File: config.mk
export PLATFORM = sky130hd
export DESIGN_NAME = traffic_light_monitor
export DESIGN_NICKNAME = d
export VERILOG_FILES = /design/src/rtl/traffic_light_pkg.sv /design/src/rtl/traffic_light_monitor_timer.sv /design/src/rtl/traffic_light_monitor.sv
export SDC_FILE = /design/constraint.sdc
export NUM_CORES = 1
export LEC_CHECK = 0
export CAP_MARGIN = 10
export CORE_UTILIZATION = 25
export DETAILED_ROUTE_END_ITERATION = 10
export PLACE_DENSITY = 0.46
export SLEW_MARGIN = 20
export SYNTH_ARGS = -nofsm -noshare
export SYNTH_HDL_FRONTEND = slang
export SYNTH_SLANG_ARGS = --single-unit
File: constraint.sdc
create_clock -name clk -period 2.8 [get_ports clk]
set_input_delay 0.7 -clock clk [delete_from_list [all_inputs] [get_ports clk]]
set_output_delay 0.7 -clock clk [all_outputs]
set_load 0.005 [all_outputs]
File: src/rtl/traffic_light_pkg.sv
// Shared lamp/error encodings for the traffic light controller and its monitor.
package traffic_light_pkg;

    typedef enum logic [1:0] {
        LAMP_RED     = 2'd0,
        LAMP_GREEN   = 2'd1,
        LAMP_YELLOW  = 2'd2,
        LAMP_INVALID = 2'd3
    } lamp_e;

    typedef enum logic [2:0] {
        ERR_NONE      = 3'd0,
        ERR_BAD_LAMP  = 3'd1,
        ERR_BAD_SEQ   = 3'd2,
        ERR_TOO_LONG  = 3'd3,
        ERR_TOO_SHORT = 3'd4
    } err_e;

    typedef enum logic {
        ST_ACQUIRE = 1'b0,
        ST_TRACK   = 1'b1
    } mon_state_e;

    function automatic lamp_e next_lamp(input lamp_e l);
        case (l)
            LAMP_RED:    return LAMP_GREEN;
            LAMP_GREEN:  return LAMP_YELLOW;
            LAMP_YELLOW: return LAMP_RED;
            default:     return LAMP_INVALID;
        endcase
    endfunction

    function automatic lamp_e decode_lamps(input logic r, input logic g, input logic y);
        case ({r, g, y})
            3'b100:  return LAMP_RED;
            3'b010:  return LAMP_GREEN;
            3'b001:  return LAMP_YELLOW;
            default: return LAMP_INVALID;
        endcase
    endfunction

endpackage

File: src/rtl/traffic_light_monitor_timer.sv
// Saturating phase-duration counter with over/under compare against exp +/- TOL.
module tl_phase_timer #(
    parameter int CNT_W = 16,
    parameter int TOL   = 0
) (
    input  logic             clk,
    input  logic             rst,
    input  logic             reload,
    input  logic [CNT_W-1:0] exp_len,
    output logic [CNT_W-1:0] dur,
    output logic             too_long,
    output logic             too_short
);

    localparam logic [CNT_W:0] TOL_X = (CNT_W+1)'(TOL);
    localparam logic [CNT_W:0] ONE_X = (CNT_W+1)'(1);

    logic [CNT_W-1:0] dur_q, dur_d;
    logic             sat;
    logic [CNT_W:0]   long_lim, short_lim, exp_x;

    always_comb begin
        sat   = &dur_q;
        exp_x = {1'b0, exp_len};
        dur_d = dur_q;
        if (reload) begin
            dur_d = {{(CNT_W-1){1'b0}}, 1'b1};
        end else if (!sat) begin
            dur_d = dur_q + 1'b1;
        end
        long_lim  = exp_x + TOL_X;
        // Lower bound never drops below one sample.
        short_lim = (exp_x > TOL_X) ? (exp_x - TOL_X) : ONE_X;
        // Fires only on the step that takes dur to exp+TOL+1.
        too_long  = !reload && !sat && ({1'b0, dur_q} == long_lim);
        too_short = {1'b0, dur_q} < short_lim;
    end

    always_ff @(posedge clk) begin
        if (rst) begin
            dur_q <= '0;
        end else begin
            dur_q <= dur_d;
        end
    end

    assign dur = dur_q;

endmodule

File: src/rtl/traffic_light_monitor.sv
// Passive lamp-sequence monitor: phase order, phase timing and sticky first-error capture.
// state      | meaning
// ST_ACQUIRE | waiting for a legal transition between valid codes; no timing checks
// ST_TRACK   | synchronised; phase lengths checked and cycles counted
module traffic_light_monitor
    import traffic_light_pkg::*;
#(
    parameter int RED_CYCLES    = 20,
    parameter int GREEN_CYCLES  = 20,
    parameter int YELLOW_CYCLES = 5,
    parameter int TOL           = 0,
    parameter int CNT_W         = 16
) (
    input  logic             clk,
    input  logic             rst,
    input  logic             red,
    input  logic             green,
    input  logic             yellow,
    input  logic             clr_err,
    output logic [1:0]       phase,
    output logic             locked,
    output logic             err,
    output logic [2:0]       err_code,
    output logic [CNT_W-1:0] cycle_count,
    output logic [CNT_W-1:0] phase_len
);

    lamp_e            phase_q, phase_d, cur;
    mon_state_e       state_q, state_d;
    logic             locked_q, locked_d;
    logic             err_q, err_d;
    err_e             err_code_q, err_code_d, new_err, base_err;
    logic [CNT_W-1:0] cycle_count_q, cycle_count_d;
    logic [CNT_W-1:0] phase_len_q, phase_len_d;
    logic [CNT_W-1:0] exp_len, dur;
    logic             changed, legal, illegal_valid, too_long, too_short;

    always_comb begin
        case (phase_q)
            LAMP_RED:    exp_len = CNT_W'(RED_CYCLES);
            LAMP_GREEN:  exp_len = CNT_W'(GREEN_CYCLES);
            LAMP_YELLOW: exp_len = CNT_W'(YELLOW_CYCLES);
            default:     exp_len = '0;
        endcase
    end

    tl_phase_timer #(
        .CNT_W (CNT_W),
        .TOL   (TOL)
    ) u_timer (
        .clk       (clk),
        .rst       (rst),
        .reload    (changed),
        .exp_len   (exp_len),
        .dur       (dur),
        .too_long  (too_long),
        .too_short (too_short)
    );

    always_comb begin
        cur           = decode_lamps(red, green, yellow);
        phase_d       = cur;
        state_d       = state_q;
        locked_d      = locked_q;
        cycle_count_d = cycle_count_q;
        phase_len_d   = phase_len_q;
        new_err       = ERR_NONE;

        changed       = (cur != phase_q);
        legal         = changed && (cur != LAMP_INVALID) && (phase_q != LAMP_INVALID)
                        && (cur == next_lamp(phase_q));
        illegal_valid = changed && (cur != LAMP_INVALID) && (phase_q != LAMP_INVALID) && !legal;

        if (cur == LAMP_INVALID) begin
            new_err  = ERR_BAD_LAMP;
            state_d  = ST_ACQUIRE;
            locked_d = 1'b0;
        end else begin
            case (state_q)
                ST_ACQUIRE: begin
                    if (legal) begin
                        state_d  = ST_TRACK;
                        locked_d = 1'b1;
                    end else if (illegal_valid) begin
                        new_err = ERR_BAD_SEQ;
                    end
                end
                ST_TRACK: begin
                    if (illegal_valid) begin
                        new_err  = ERR_BAD_SEQ;
                        state_d  = ST_ACQUIRE;
                        locked_d = 1'b0;
                    end else if (legal) begin
                        phase_len_d = dur;
                        if (too_short) new_err = ERR_TOO_SHORT;
                        if (phase_q == LAMP_YELLOW) cycle_count_d = cycle_count_q + 1'b1;
                    end else if (too_long) begin
                        new_err = ERR_TOO_LONG;
                    end
                end
                default: begin
                    state_d  = ST_ACQUIRE;
                    locked_d = 1'b0;
                end
            endcase
        end

        // A clear in the same cycle as a new error still captures the new code.
        base_err   = clr_err ? ERR_NONE : err_code_q;
        err_code_d = (base_err == ERR_NONE) ? new_err : base_err;
        err_d      = (err_code_d != ERR_NONE);
    end

    always_ff @(posedge clk) begin
        if (rst) begin
            phase_q       <= LAMP_INVALID;
            state_q       <= ST_ACQUIRE;
            locked_q      <= 1'b0;
            err_q         <= 1'b0;
            err_code_q    <= ERR_NONE;
            cycle_count_q <= '0;
            phase_len_q   <= '0;
        end else begin
            phase_q       <= phase_d;
            state_q       <= state_d;
            locked_q      <= locked_d;
            err_q         <= err_d;
            err_code_q    <= err_code_d;
            cycle_count_q <= cycle_count_d;
            phase_len_q   <= phase_len_d;
        end
    end

    assign phase       = phase_q;
    assign locked      = locked_q;
    assign err         = err_q;
    assign err_code    = err_code_q;
    assign cycle_count = cycle_count_q;
    assign phase_len   = phase_len_q;

endmodule

# After elaboration in Yosys (flattened, before gate mapping)

Index checks and enable logic that the tools add are counted.

Register bits after elaboration: 56
Input bits: 6
Output and inout bits: 39
Logic and storage cells: 71

Add/sub/neg operators: 2
Magnitude comparators: 2
Equality and inequality tests: 14
Multiplexer cells: 22
Bitwise gates (word level): 3
Reduce and logical (&&, ||, !) cells: 19

Operators with widths:

| cell                  | number |
|---|---|
| $add 16x1->16 const B | 2 |
| $mux 3                | 6 |
| $eq 16x5->1           | 1 |
| $lt 16x5->1           | 1 |
| $reduce_and 16->1     | 1 |
| $pmux 2 s3            | 2 |
| $pmux 5 s2            | 1 |
| $logic_and 1x1->1     | 6 |
| $mux 1                | 6 |
| $mux 2                | 3 |
| $ne 2x2->1 const B    | 3 |
| $pmux 3 s2            | 1 |
| $reduce_or 2->1       | 3 |
| $gt 5x1->1 const B    | 1 |
| $mux 5                | 1 |
| $reduce_and 5->1      | 1 |
| $eq 2x2->1 const B    | 2 |
| $ne 2x1->1 const B    | 2 |
| $pmux 1 s2            | 2 |
| $reduce_and 4->1      | 1 |
| $eq 3x1->1 const B    | 1 |
| $eq 3x2->1 const B    | 1 |
| $eq 3x3->1 const B    | 1 |
| $logic_not 1->1       | 3 |
| 8 further kinds       | 10 |

# Logic depth before layout (Yosys ltp)

Gate-level depths: netlist of run 1.

Depth after elaboration: 14
Gate-level depth with buffers: 11
Mapped depth without buffers: 10

# Modules after synthesis

Synthesis of run 1 repeated with hierarchy kept, for this count alone.

Cells, all modules: 451
Area, all modules: 3717.3 µm²

Modules (own cells, without submodules):

| module                | instances | cells each | area each (µm²) | sequential area each (µm²) |
|---|---|---|---|---|
| traffic_light_monitor | 1         | 267        | 2247.2          | 800.8 |
| tl_phase_timer        | 1         | 184        | 1470.2          | 320.3 |

# Least setup slack after synthesis of run 1

No wires, ideal clock.

Path kind: register to register
Start point: register phase_q[1] (netlist: phase[1])
End point: register cycle_count_q[8] (netlist: cycle_count[8])
Library setup time: 70 ps
Arrival time: 2538 ps
Required time: 2730 ps
Setup slack: 191 ps
Cell stages (with the launch flop): 11
Path buffers: 2
Period minus slack after synthesis: 2609 ps
Cells stage by stage: dfxtp_1 -> clkbuf_1 -> inv_1 -> ha_1 -> or2_2 -> nor4_2 -> a221o_1 -> buf_2 -> nand4_4 -> or4_1 -> a21oi_1

Cells in the longest elaborated chain, start to end: 8
Elaborated cells on any way between the ends: 14
Those cells by class: 5 x eq/ne; 1 x mux; 1 x bitwise; 7 x reduce/logical

RTL lines:

| element                                                | RTL line                                                                              | text |
|---|---|---|
| from (decl)                                            | traffic_light_monitor.sv:28                                                           | `lamp_e phase_q, phase_d, cur;` |
| from (signal assigned)                                 | traffic_light_monitor.sv:124                                                          | `phase_q <= phase_d;` |
| $eq 2x2->1, or another cell as far along               | traffic_light_pkg.sv:25, traffic_light_monitor.sv:96                                  |  |
| $pmux 2 s3 / $logic_and 1x1->1 (equally long branches) | traffic_light_pkg.sv:25, traffic_light_monitor.sv:70, traffic_light_monitor.sv:72     |  |
| $eq 2x2->1 / $logic_and 1x1->1 (equally long branches) | traffic_light_monitor.sv:71, traffic_light_monitor.sv:70, traffic_light_monitor.sv:72 |  |
| $logic_and 1x1->1                                      | traffic_light_monitor.sv:71                                                           | `&& (cur == next_lamp(phase_q));` |
| $logic_not 1->1                                        | traffic_light_monitor.sv:72                                                           | `illegal_valid = changed && (cur != LAMP_INVALID) && (phase_q != LAMP_INVALID) && !legal;` |
| $logic_and 1x1->1                                      | traffic_light_monitor.sv:72                                                           |  |
| $not 1->1 (no source line)                             | --                                                                                    |  |
| $reduce_and 5->1 (no source line) *                    | --                                                                                    |  |
| to (signal assigned)                                   | traffic_light_monitor.sv:129                                                          | `cycle_count_q <= cycle_count_d;` |
| to (decl)                                              | traffic_light_monitor.sv:33                                                           | `logic [CNT_W-1:0] cycle_count_q, cycle_count_d;` |

Every way passes the cells marked *; elsewhere a longest branch is shown, timed or not.
A chain may end at the register's enable or synchronous reset.

# Final worst setup path of run 1

Start point: input green
End point: register phase_len_q[0] (netlist: phase_len[0])

Cells in the longest elaborated chain, start to end: 10
Elaborated cells on any way between the ends: 16
Those cells by class: 7 x eq/ne; 1 x mux; 2 x bitwise; 6 x reduce/logical

RTL lines:

| element                                  | RTL line                                                                              | text |
|---|---|---|
| from (decl)                              | traffic_light_monitor.sv:17                                                           | `input logic green,` |
| $eq 3x1->1, or another cell as far along | traffic_light_pkg.sv:34                                                               | `case ({r, g, y})` |
| $pmux 2 s3 *                             | traffic_light_pkg.sv:34                                                               |  |
| $ne 2x2->1, on equally long branches     | traffic_light_monitor.sv:69, traffic_light_monitor.sv:70, traffic_light_monitor.sv:72 |  |
| $logic_and 1x1->1 (2 in series)          | traffic_light_monitor.sv:70, traffic_light_monitor.sv:72                              |  |
| $logic_and 1x1->1                        | traffic_light_monitor.sv:71                                                           |  |
| $logic_not 1->1                          | traffic_light_monitor.sv:72                                                           |  |
| $logic_and 1x1->1                        | traffic_light_monitor.sv:72                                                           |  |
| $not 1->1 (no source line)               | --                                                                                    |  |
| $reduce_and 4->1 (no source line) *      | --                                                                                    |  |
| to (signal assigned)                     | traffic_light_monitor.sv:130                                                          | `phase_len_q <= phase_len_d;` |
| to (decl)                                | traffic_light_monitor.sv:34                                                           | `logic [CNT_W-1:0] phase_len_q, phase_len_d;` |

Marks and branches as above.

==> results of run 1 <==
-- layout make-up --
type	count	area, um2	area share, %
sequential	56	1120	29.6
tap	140	175	4.63
inverter	6	22.5	0.595
clock inverter	3	27.5	0.728
timing repair buffer	72	682	18.0
multi-input combinational	247	1630	43.1
clock buffer	5	125	3.31
-- tightest hold or removal path: stages, from the launching register on --
cell and delay (ns):
dfxtp_1 0.32, o21ai_0 0.07, a21oi_1 0.06
-- metrics by stage --
stage,hold slack (ns),std cells
finish,0.492,529
floorplan,0.472,325
detailed placement,0.485,518
global placement,0.476,518
global route,0.526,529
CTS,0.501,526
-- power breakdown --
part,switching (W),leakage [nW],internal (W)
sequential,0.0000133,0.452,0.000804
clock,0.000319,0.0719,0.000341
combinational,0.0000879,0.945,0.0000919
total,0.000420,1.47,0.00124
-- final timing paths --
path              startpoint              end  cells after the start
max                    green     phase_len[0]                      8
max reg2reg         phase[0]     phase_len[0]                      8
min          cycle_count[15]  cycle_count[15]                      2
min reg2reg  cycle_count[15]  cycle_count[15]                      2
-- metal layers --
metal,vias to the layer above,wire [um],share of wire (%)
met5,-,0,0
met4,0,61,0.90
met3,4,180,2.6
met2,33,3180,47
met1,1164,3380,50
li1,1282,-,-
-- cells in the final DEF, fill, tap and decap left out, drive strengths merged, types with 11 or more instances in the layout --
master | synthesis | layout
nand3 | 13 | 13
nand4 | 11 | 11
a21oi | 13 | 13
xor2 | 14 | 14
buf | 6 | 28
nor2 | 54 | 54
o21ai | 11 | 11
mux2i | 21 | 21
nand2 | 21 | 21
dfxtp | 56 | 56
clkdlybuf4s50 | 0 | 43
-- cell families (layout without fill, tap and decap cells) --
| logic type | Yosys count | count (layout) | synth area share, % |
|---|---|---|---|
| adders and majority gates | 11 | 11 | 4.76 |
| AOI/OAI and AO/OA | 45 | 45 | 10.8 |
| buffers and inverters | 22 | 86 | 3.88 |
| muxes | 22 | 22 | 7.80 |
| DFF | 56 | 56 | 39.5 |
| xor gates and xnor gates | 20 | 20 | 6.17 |
| and+or+nand+nor | 149 | 149 | 27.1 |
-- state kept, by name, summed over array words and instances (netlist names), named ones only --
name         flops
cycle_count     16
phase_len       16
u_timer.dur     16
err_code         3
phase            2
err              1
locked           1
-- timing repair --
item,in CTS,in global routing
setup endpoints to repair,0,15
hold buffers,0,0
setup buffers,0,3
gates resized for setup,0,6
==> flow_summary.toml, run 1 <==
[outcome]
status = "finished, final reports clean"

[yosys]
synth_nets = 341
syn_inst = 325
synthFlopType = "dfxtp_1"
ys_warn_count = 0
synth_top_area_share_pct = 39.5
synth_commonest_cells = "dfxtp_1, nor2_1, mux2i_1, nand2_1, xor2_1"
synthArstFlopShare_pct = 0
synth.area.top_cells = "dfxtp_1, mux2i_1, nor2_1"
ys_seq_area_share_pct = 39.5
synth_area_per_cell_um2 = 8.73
yosys.cell_count.top_type = "dfxtp_1"
synth_cell_types = 54
yosys.area.top_type = "dfxtp_1"
syn_area_um2 = 2840
synth_edf_count = 0
ys_ff_latch = 56

[placed_design]
globalplace.congestion = 0.800
post_dp_cell_area_um2 = 3580
place_ws_ns = -0.235
port_buffers = 44
post-dp-hpwl_um = 5100

[timing]
skew_ns = 0.00830
rsz0062_at_grt = "false"
layout_setup_ws_ns = 0.132
post-route-period-util_pct = 95.3
setup_tns_ns = 0
hold_viol = 0
maxSlewHeadroom_pct = 69.6
slew_viol_final = 0
setup_viol = 0
tightest_slew_ns = 0.456
fmax_mhz = 375
layout_min_cycle_time_ns = 2.67

[worst_setup_path]
crit_arrival_ns = 2.85
endpoint_kind = "flop"
cp_slowest_cell = "clkdlybuf4s50_1"
path_delay_family = "buffers and inverters"
cp.required_ns = 2.98
path_class = "in -> reg"
r2r_slack_ns = 0.33
critPathMaxFanout = 14
path_buf_inv = 2
crit_chain = "clkdlybuf4s50_1 -> maj3_1 -> mux2_2 -> a221o_2 -> nand3_2 -> buf_12 -> mux2i_1 -> nor2_1"
cp-start-kind = "input pin"
max_stage_delay_ns = 0.46

[power_and_ir_drop]
p_leak_nw = 1.47
power_w = 0.00166
powerDensity_nw_per_um2 = 438
peakVddDrop_v = 0.000229

[hold_path]
hold_class = "reg -> reg"

[global_routing]
met3_usage_pct = 2.47
use_met2_pct = 20.5
grt_usage_pct = 12.2
grt_util_met1_pct = 15.8
grt_max_degree = 26
grt_pass1_vias = 2372
top_usage_layer = "met2"
grt-ovfl-total = 0
grt_first_pass_wirelength_um = 11400
antenna_found_initial = 0

[clocking]
numCtsBuffers = 5
path_clk_slew_ns = 0.07
clkLatencyLatePin_ns = 0.30
h-tree-depth = 2
cts_root_buf = "clkbuf_16"
clockBufferDepth = 2
cts_sinks = 56
cts_tree = "built"

[route]
antenna_left = 0
avgRoutedWirePerCell_um = 12.9
via_per_inst = 4.69
vias = 2483
drcViolationCount = 0
first_pass_iters = 4
wl_um = 6810
drt_iter0_drc = 186

[floorplan]
die-area_um2 = 11800
die_y_um = 109
start_util_pct = 25.9
ios = 45
core_area_um2 = 10900
die_w_um = 109
num_rows = 38

[final_layout]
n_antenna_cell = 0
synthToLayoutAreaGrowth_pct = 33.3
final_cell_area_um2 = 3780
fin_nets = 404
fillers = 1159
drive_gt1_share_pct = 12.9
utilization_pct = 34.6

[flow_run]
drv_cap = 0
Power figures use the tool's default switching activity.
==> run 2: changes to the inputs <==
Settings changed: CELL_PAD_IN_SITES_DETAIL_PLACEMENT set to 2, CELL_PAD_IN_SITES_GLOBAL_PLACEMENT set to 2, PLACE_DENSITY 0.46 to 0.67.
==> run 2 against run 1 <==
Net effect: clock skew increased by 0.0012 ns; first-iteration DRC count decreased by 46%; critical path depth did not move; routed wire length is 24% higher; critical endpoint is now cycle_count[8]; largest cell class unchanged.
==> flow_summary.toml, run 2 (synthesis results as in run 1) <==
[outcome]
status = "finished, final reports clean"

[worst_setup_path]
worst-r2r-cell-count = 8
r2r-start = "phase[0]"
cp.required_ns = 3.03
path_class = "reg -> reg"
crit_chain = "inv_1 -> ha_1 -> o21bai_1 -> o22ai_1 -> a221o_2 -> nand4_4 -> or4_1 -> a21oi_1"
startpoint = "phase[0]"
timing.rr.end = "cycle_count[8]"
cp-start-kind = "flop"
endpoint_kind = "flop"
r2r_slack_ns = 0.21
critPathMaxFanout = 8
cp_slowest_cell = "or4_1"
max_stage_delay_ns = 0.53
crit_arrival_ns = 2.82

[timing]
maxSlewHeadroom_pct = 65.8
hold-worst-slack_ns = 0.502
tightest_slew_ns = 0.513
layout_min_cycle_time_ns = 2.59
rsz0062_at_grt = "false"
skew_ns = 0.00950
slew_viol_final = 0
fmax_mhz = 387
post-route-period-util_pct = 92.3
setup_viol = 0
hold_viol = 0

[power_and_ir_drop]
power_w = 0.00183
p_seq_share_pct = 44.6
swShare_pct = 23.1
peakVddDrop_v = 0.000294
p_switching_w = 0.000423
p_leak_nw = 1.50
clockPowerShare_pct = 45.4
power.internal_w = 0.00141
pwr-share-comb_pct = 10.0
powerDensity_nw_per_um2 = 480

[floorplan]
ios = 45
die-area_um2 = 11800
start_util_pct = 25.9
die_y_um = 109
core_area_um2 = 10900
die_w_um = 109
num_rows = 38

[route]
antenna_left = 0
first_pass_iters = 4
vias = 2616
drt_iter0_drc = 100
wl_um = 8460
drcViolationCount = 0
via_per_inst = 4.93
avgRoutedWirePerCell_um = 15.9

[final_layout]
layout_commonest_cell = "dfxtp_1"
final_cells = 531
final_cell_area_um2 = 3820
fin_nets = 406
synthToLayoutAreaGrowth_pct = 34.5
n_antenna_cell = 0
fillers = 1250
layout_common_cells = "dfxtp_1, nor2_1, clkdlybuf4s50_1, buf_4"
drive_gt1_share_pct = 13.6

[clocking]
cts_root_buf = "clkbuf_16"
cts_sinks = 56
post_cts.repair.setup_buffers = 0
clockBufferDepth = 2
cts_tree = "built"
path_clk_slew_ns = 0.08
h-tree-depth = 2
clkLatencyLatePin_ns = 0.30
numCtsBuffers = 5

[hold_path]
holdCritStartpoint = "err_code[1]"
min_to = "err_code[1]"
hold_class = "reg -> reg"
whs_path_depth = 2

[flow_run]
drv_cap = 0

[placed_design]
port_buffers = 44
post-dp-hpwl_um = 6230
globalplace.congestion = 0.733
place_inst = 523
post_dp_cell_area_um2 = 3600

[global_routing]
grt-ovfl-total = 0
grt_max_degree = 23
antenna_found_initial = 0
grt_usage_pct = 15.5
grt_first_pass_wirelength_um = 14200
grt_pass1_vias = 2742
[run 2: changes by cell type in the layout (fill, tap and decap cells not counted), sizes merged]
cell           delta
buf               +2
bufinv            +2
clkdlybuf4s50     -2
clkinv            -1
clkinvlp          -1
dlygate4sd2       +1
dlymetal6s2s      +1
[run 2: worst max-delay path by stage]
stage	end	slack, ns	depth (start not counted)
after global routing	cycle_count[4]	0.008	9
after floorplan	cycle_count[8]	0.19	10
after detailed placement	err	-0.38	8
after CTS	phase_len[1]	0.002	8
final	cycle_count[8]	0.21	8
after global placement	err	-0.29	8
[run 2: worst max-delay path, delay by kind of cell, from the launching register on]
| family | cells | cell delay, ns |
|---|---|---|
| buf+inv | 1 | 0.13 |
| flops | 1 | 0.51 |
| simple gates | 2 | 0.70 |
| compound gates | 4 | 0.81 |
| fa+ha+maj | 1 | 0.37 |
[run 2: what timing repair did]
| action | in CTS | in global routing |
|---|---|---|
| setup endpoints to repair | 15 | 26 |
| endpoints found under the hold margin | 0 | 0 |
| pin swaps | 0 | 0 |
| hold buffers | 0 | 0 |
| resized for setup | 4 | 3 |
[run 2: stage by stage]
step | setup WS, ns | utilization (%) | setup TNS [ns]
finish | 0.215 | 34.9 | 0
global route | 0.00770 | 34.9 | 0
CTS | 0.00198 | 34.8 | 0
detailed placement | -0.382 | 33.0 | -10.54
global placement | -0.292 | 33.0 | -7.47
floorplan | 0.191 | - | 0
[run 2: final cells by class]
type,instances,area (um2),share of cell area [%]
multi-input combinational,247,1620,42.5
tap,140,175,4.59
inverter,6,22.5,0.590
timing repair buffer,74,682,17.9
clock inverter,3,68.8,1.80
clock buffer,5,125,3.28
sequential,56,1120,29.4
[run 2: power groups by stage]
stage          clock, W  combinational [W]  sequential, W
4_1_cts        0.000854           0.000186       0.000818
3_3_place_gp          0           0.000176       0.000837
3_5_place_dp          0           0.000182       0.000837
5_1_grt        0.000883           0.000202       0.000820
2_1_floorplan         0           0.000103       0.000831
6_report       0.000830           0.000183       0.000817
[run 2: routing by layer]
metal | up-vias | global-route usage (%) | routed length (um)
met5 | - | 0 | 0
li1 | 1287 | - | -
met2 | 31 | 26.6 | 4150
met4 | 0 | 4.92 | 106
met1 | 1293 | 19.8 | 4030
met3 | 5 | 2.47 | 168
==> run 3: changes to the inputs <==
Settings changed: ABC_AREA set to 1, PLACE_DENSITY 0.67 to 0.7.
==> run 3 against run 2 <==
Net effect: count of clock-buffer cells in the layout did not move; fmax grew 16%; sequential power down 0.5%; critical path type is now in -> reg; register-to-register slack improved by 0.46 ns; die area is 9.3% higher; power shrank 11%; non-clock buffer count is 21 lower; routed wire length up 6.7%; largest cell class unchanged.
==> flow_summary.toml, run 3 <==
[global_routing]
grt_pass1_vias = 3039
grt_max_degree = 20
grt_first_pass_wirelength_um = 15300
grt-ovfl-total = 0
grt_usage_pct = 14.9
antenna_found_initial = 0

[hold_path]
whs_path_depth = 2
min_to = "cycle_count[13]"
holdCritStartpoint = "cycle_count[13]"
hold_class = "reg -> reg"

[yosys]
synth_commonest_cells = "nand2_1, nor2_1, dfxtp_1, inv_1, nand4_1"
syn_inst = 441
synth.area.top_cells = "dfxtp_1, nand2_1, nor2_1"
synthArstFlopShare_pct = 0
ys_ff_latch = 56
synth_edf_count = 0
synth_area_per_cell_um2 = 7.04
syn_area_um2 = 3110
ys_seq_area_share_pct = 36.1
yosys.cell_count.top_type = "nand2_1"
yosys.area.top_type = "dfxtp_1"
ys_warn_count = 0
synth_nets = 457
synth_top_area_share_pct = 36.1
synthFlopType = "dfxtp_1"
synth_cell_types = 37

[route]
vias = 2978
drcViolationCount = 0
first_pass_iters = 4
wl_um = 9020
antenna_left = 0
drt_iter0_drc = 94
via_per_inst = 4.53
avgRoutedWirePerCell_um = 13.7

[timing]
hold_viol = 0
skew_ns = 0.00592
rsz0062_at_grt = "false"
tightest_slew_ns = 0.523
layout_min_cycle_time_ns = 2.22
slew_viol_final = 0
post-route-period-util_pct = 79.4
setup_viol = 0
fmax_mhz = 450
layout_setup_ws_ns = 0.577
maxSlewHeadroom_pct = 64.9
setup_tns_ns = 0

[power_and_ir_drop]
p_switching_w = 0.000435
power.internal_w = 0.00120
clockPowerShare_pct = 40.9
pwr-share-comb_pct = 9.5
swShare_pct = 26.6
p_leak_nw = 1.57
peakVddDrop_v = 0.000212
powerDensity_nw_per_um2 = 419
p_seq_share_pct = 49.7

[clocking]
hold_buffers = 0
numCtsBuffers = 5
post_cts.repair.setup_buffers = 0
clockBufferDepth = 2
cts_sinks = 56
cts_tree = "built"
cts_resized = 0
clkLatencyLatePin_ns = 0.30
path_clk_slew_ns = 0.08
h-tree-depth = 2
cts_root_buf = "clkbuf_16"

[placed_design]
post-dp-hpwl_um = 7110
post_dp_cell_area_um2 = 3750
globalplace.congestion = 0.733
place_ws_ns = 0.217
port_buffers = 44

[final_layout]
synthToLayoutAreaGrowth_pct = 25.7
n_antenna_cell = 0
final_cell_area_um2 = 3900
fin_nets = 505
drive_gt1_share_pct = 8.98
layout_common_cells = "nand2_1, nor2_1, dfxtp_1, inv_1, clkdlybuf4s50_1"
layout_commonest_cell = "nand2_1"

[outcome]
status = "finished, final reports clean"

[floorplan]
start_util_pct = 25.8
num_rows = 40
die-area_um2 = 12900
core_area_um2 = 12100
die_y_um = 113
die_w_um = 113
ios = 45

[worst_setup_path]
cp-start-kind = "input pin"
timing.rr.end = "err"
path_class = "in -> reg"
endpoint_kind = "flop"
worst-r2r-cell-count = 12
r2r-start = "phase[0]"
r2r_slack_ns = 0.67
critPathMaxFanout = 17
cp.required_ns = 2.99
crit_arrival_ns = 2.41

[flow_run]
drv_cap = 0
run 3: worst max-delay path: stages:
cell             delay (ns)
clkdlybuf4s50_1        0.55
nand2_2                0.14
nand3_4                0.12
nand2_1                0.05
nand2_1                0.09
nand3_2                0.12
nand2_4                0.11
nor2_8                 0.04
nand2_4                0.16
clkinv_4               0.15
nor2_1                 0.11
nor2_1                 0.05
run 3: how the worst max path moves through the flow:
| stage | cells after the start | endpoint | slack (ns) | start |
|---|---|---|---|---|
| after floorplan | 11 | cycle_count[8] | 0.90 | yellow |
| after global placement | 12 | cycle_count[11] | 0.28 | red |
| after detailed placement | 12 | cycle_count[11] | 0.22 | yellow |
| after CTS | 12 | cycle_count[11] | 0.55 | yellow |
| after global routing | 12 | phase_len[2] | 0.39 | green |
| final | 12 | phase_len[4] | 0.58 | red |
run 3: per-stage QoR:
stage / hold slack [ns] / util (%) / total power [W] / std cells
3_3_place_gp: 0.471 / 31.1 / 0.000987 / 650
5_1_grt: 0.511 / 32.4 / 0.00171 / 658
6_report: 0.488 / 32.4 / 0.00164 / 658
4_1_cts: 0.495 / 32.4 / 0.00167 / 658
3_5_place_dp: 0.485 / 31.1 / 0.000990 / 650
2_1_floorplan: 0.469 / - / 0.000933 / 441
run 3: kinds of logic after synthesis:
logic type / synth area share (%)
and+or+nand+nor: 35.8
buffers and inverters: 8.98
DFF: 36.1
AOI/OAI and AO/OA: 9.42
xor gates and xnor gates: 5.64
adders and majority gates: 4.03
run 3: layer usage:
metal	up-vias	global-route usage [%]	routed length, um
met5	-	0	0
met4	0	4.47	111
met3	6	1.97	190
met2	36	24.8	4180
met1	1420	20.2	4540
li1	1516	-	-
run 3: final cells by class:
type / instances / area, um2
Clock buffer: 5 / 125
Multi-Input combinational cell: 320 / 1710
Clock inverter: 3 / 27.5
Timing Repair Buffer: 53 / 508
Fill cell: 1464 / 8160
Tap cell: 168 / 210
Sequential cell: 56 / 1120
Inverter: 53 / 205
run 3: power groups by stage:
stage | clock, W | combinational [W] | sequential (W)
CTS | 0.000694 | 0.000159 | 0.000813
finish | 0.000669 | 0.000155 | 0.000813
global placement | 0 | 0.000155 | 0.000832
detailed placement | 0 | 0.000158 | 0.000832
global route | 0.000722 | 0.000176 | 0.000815
floorplan | 0 | 0.000102 | 0.000831
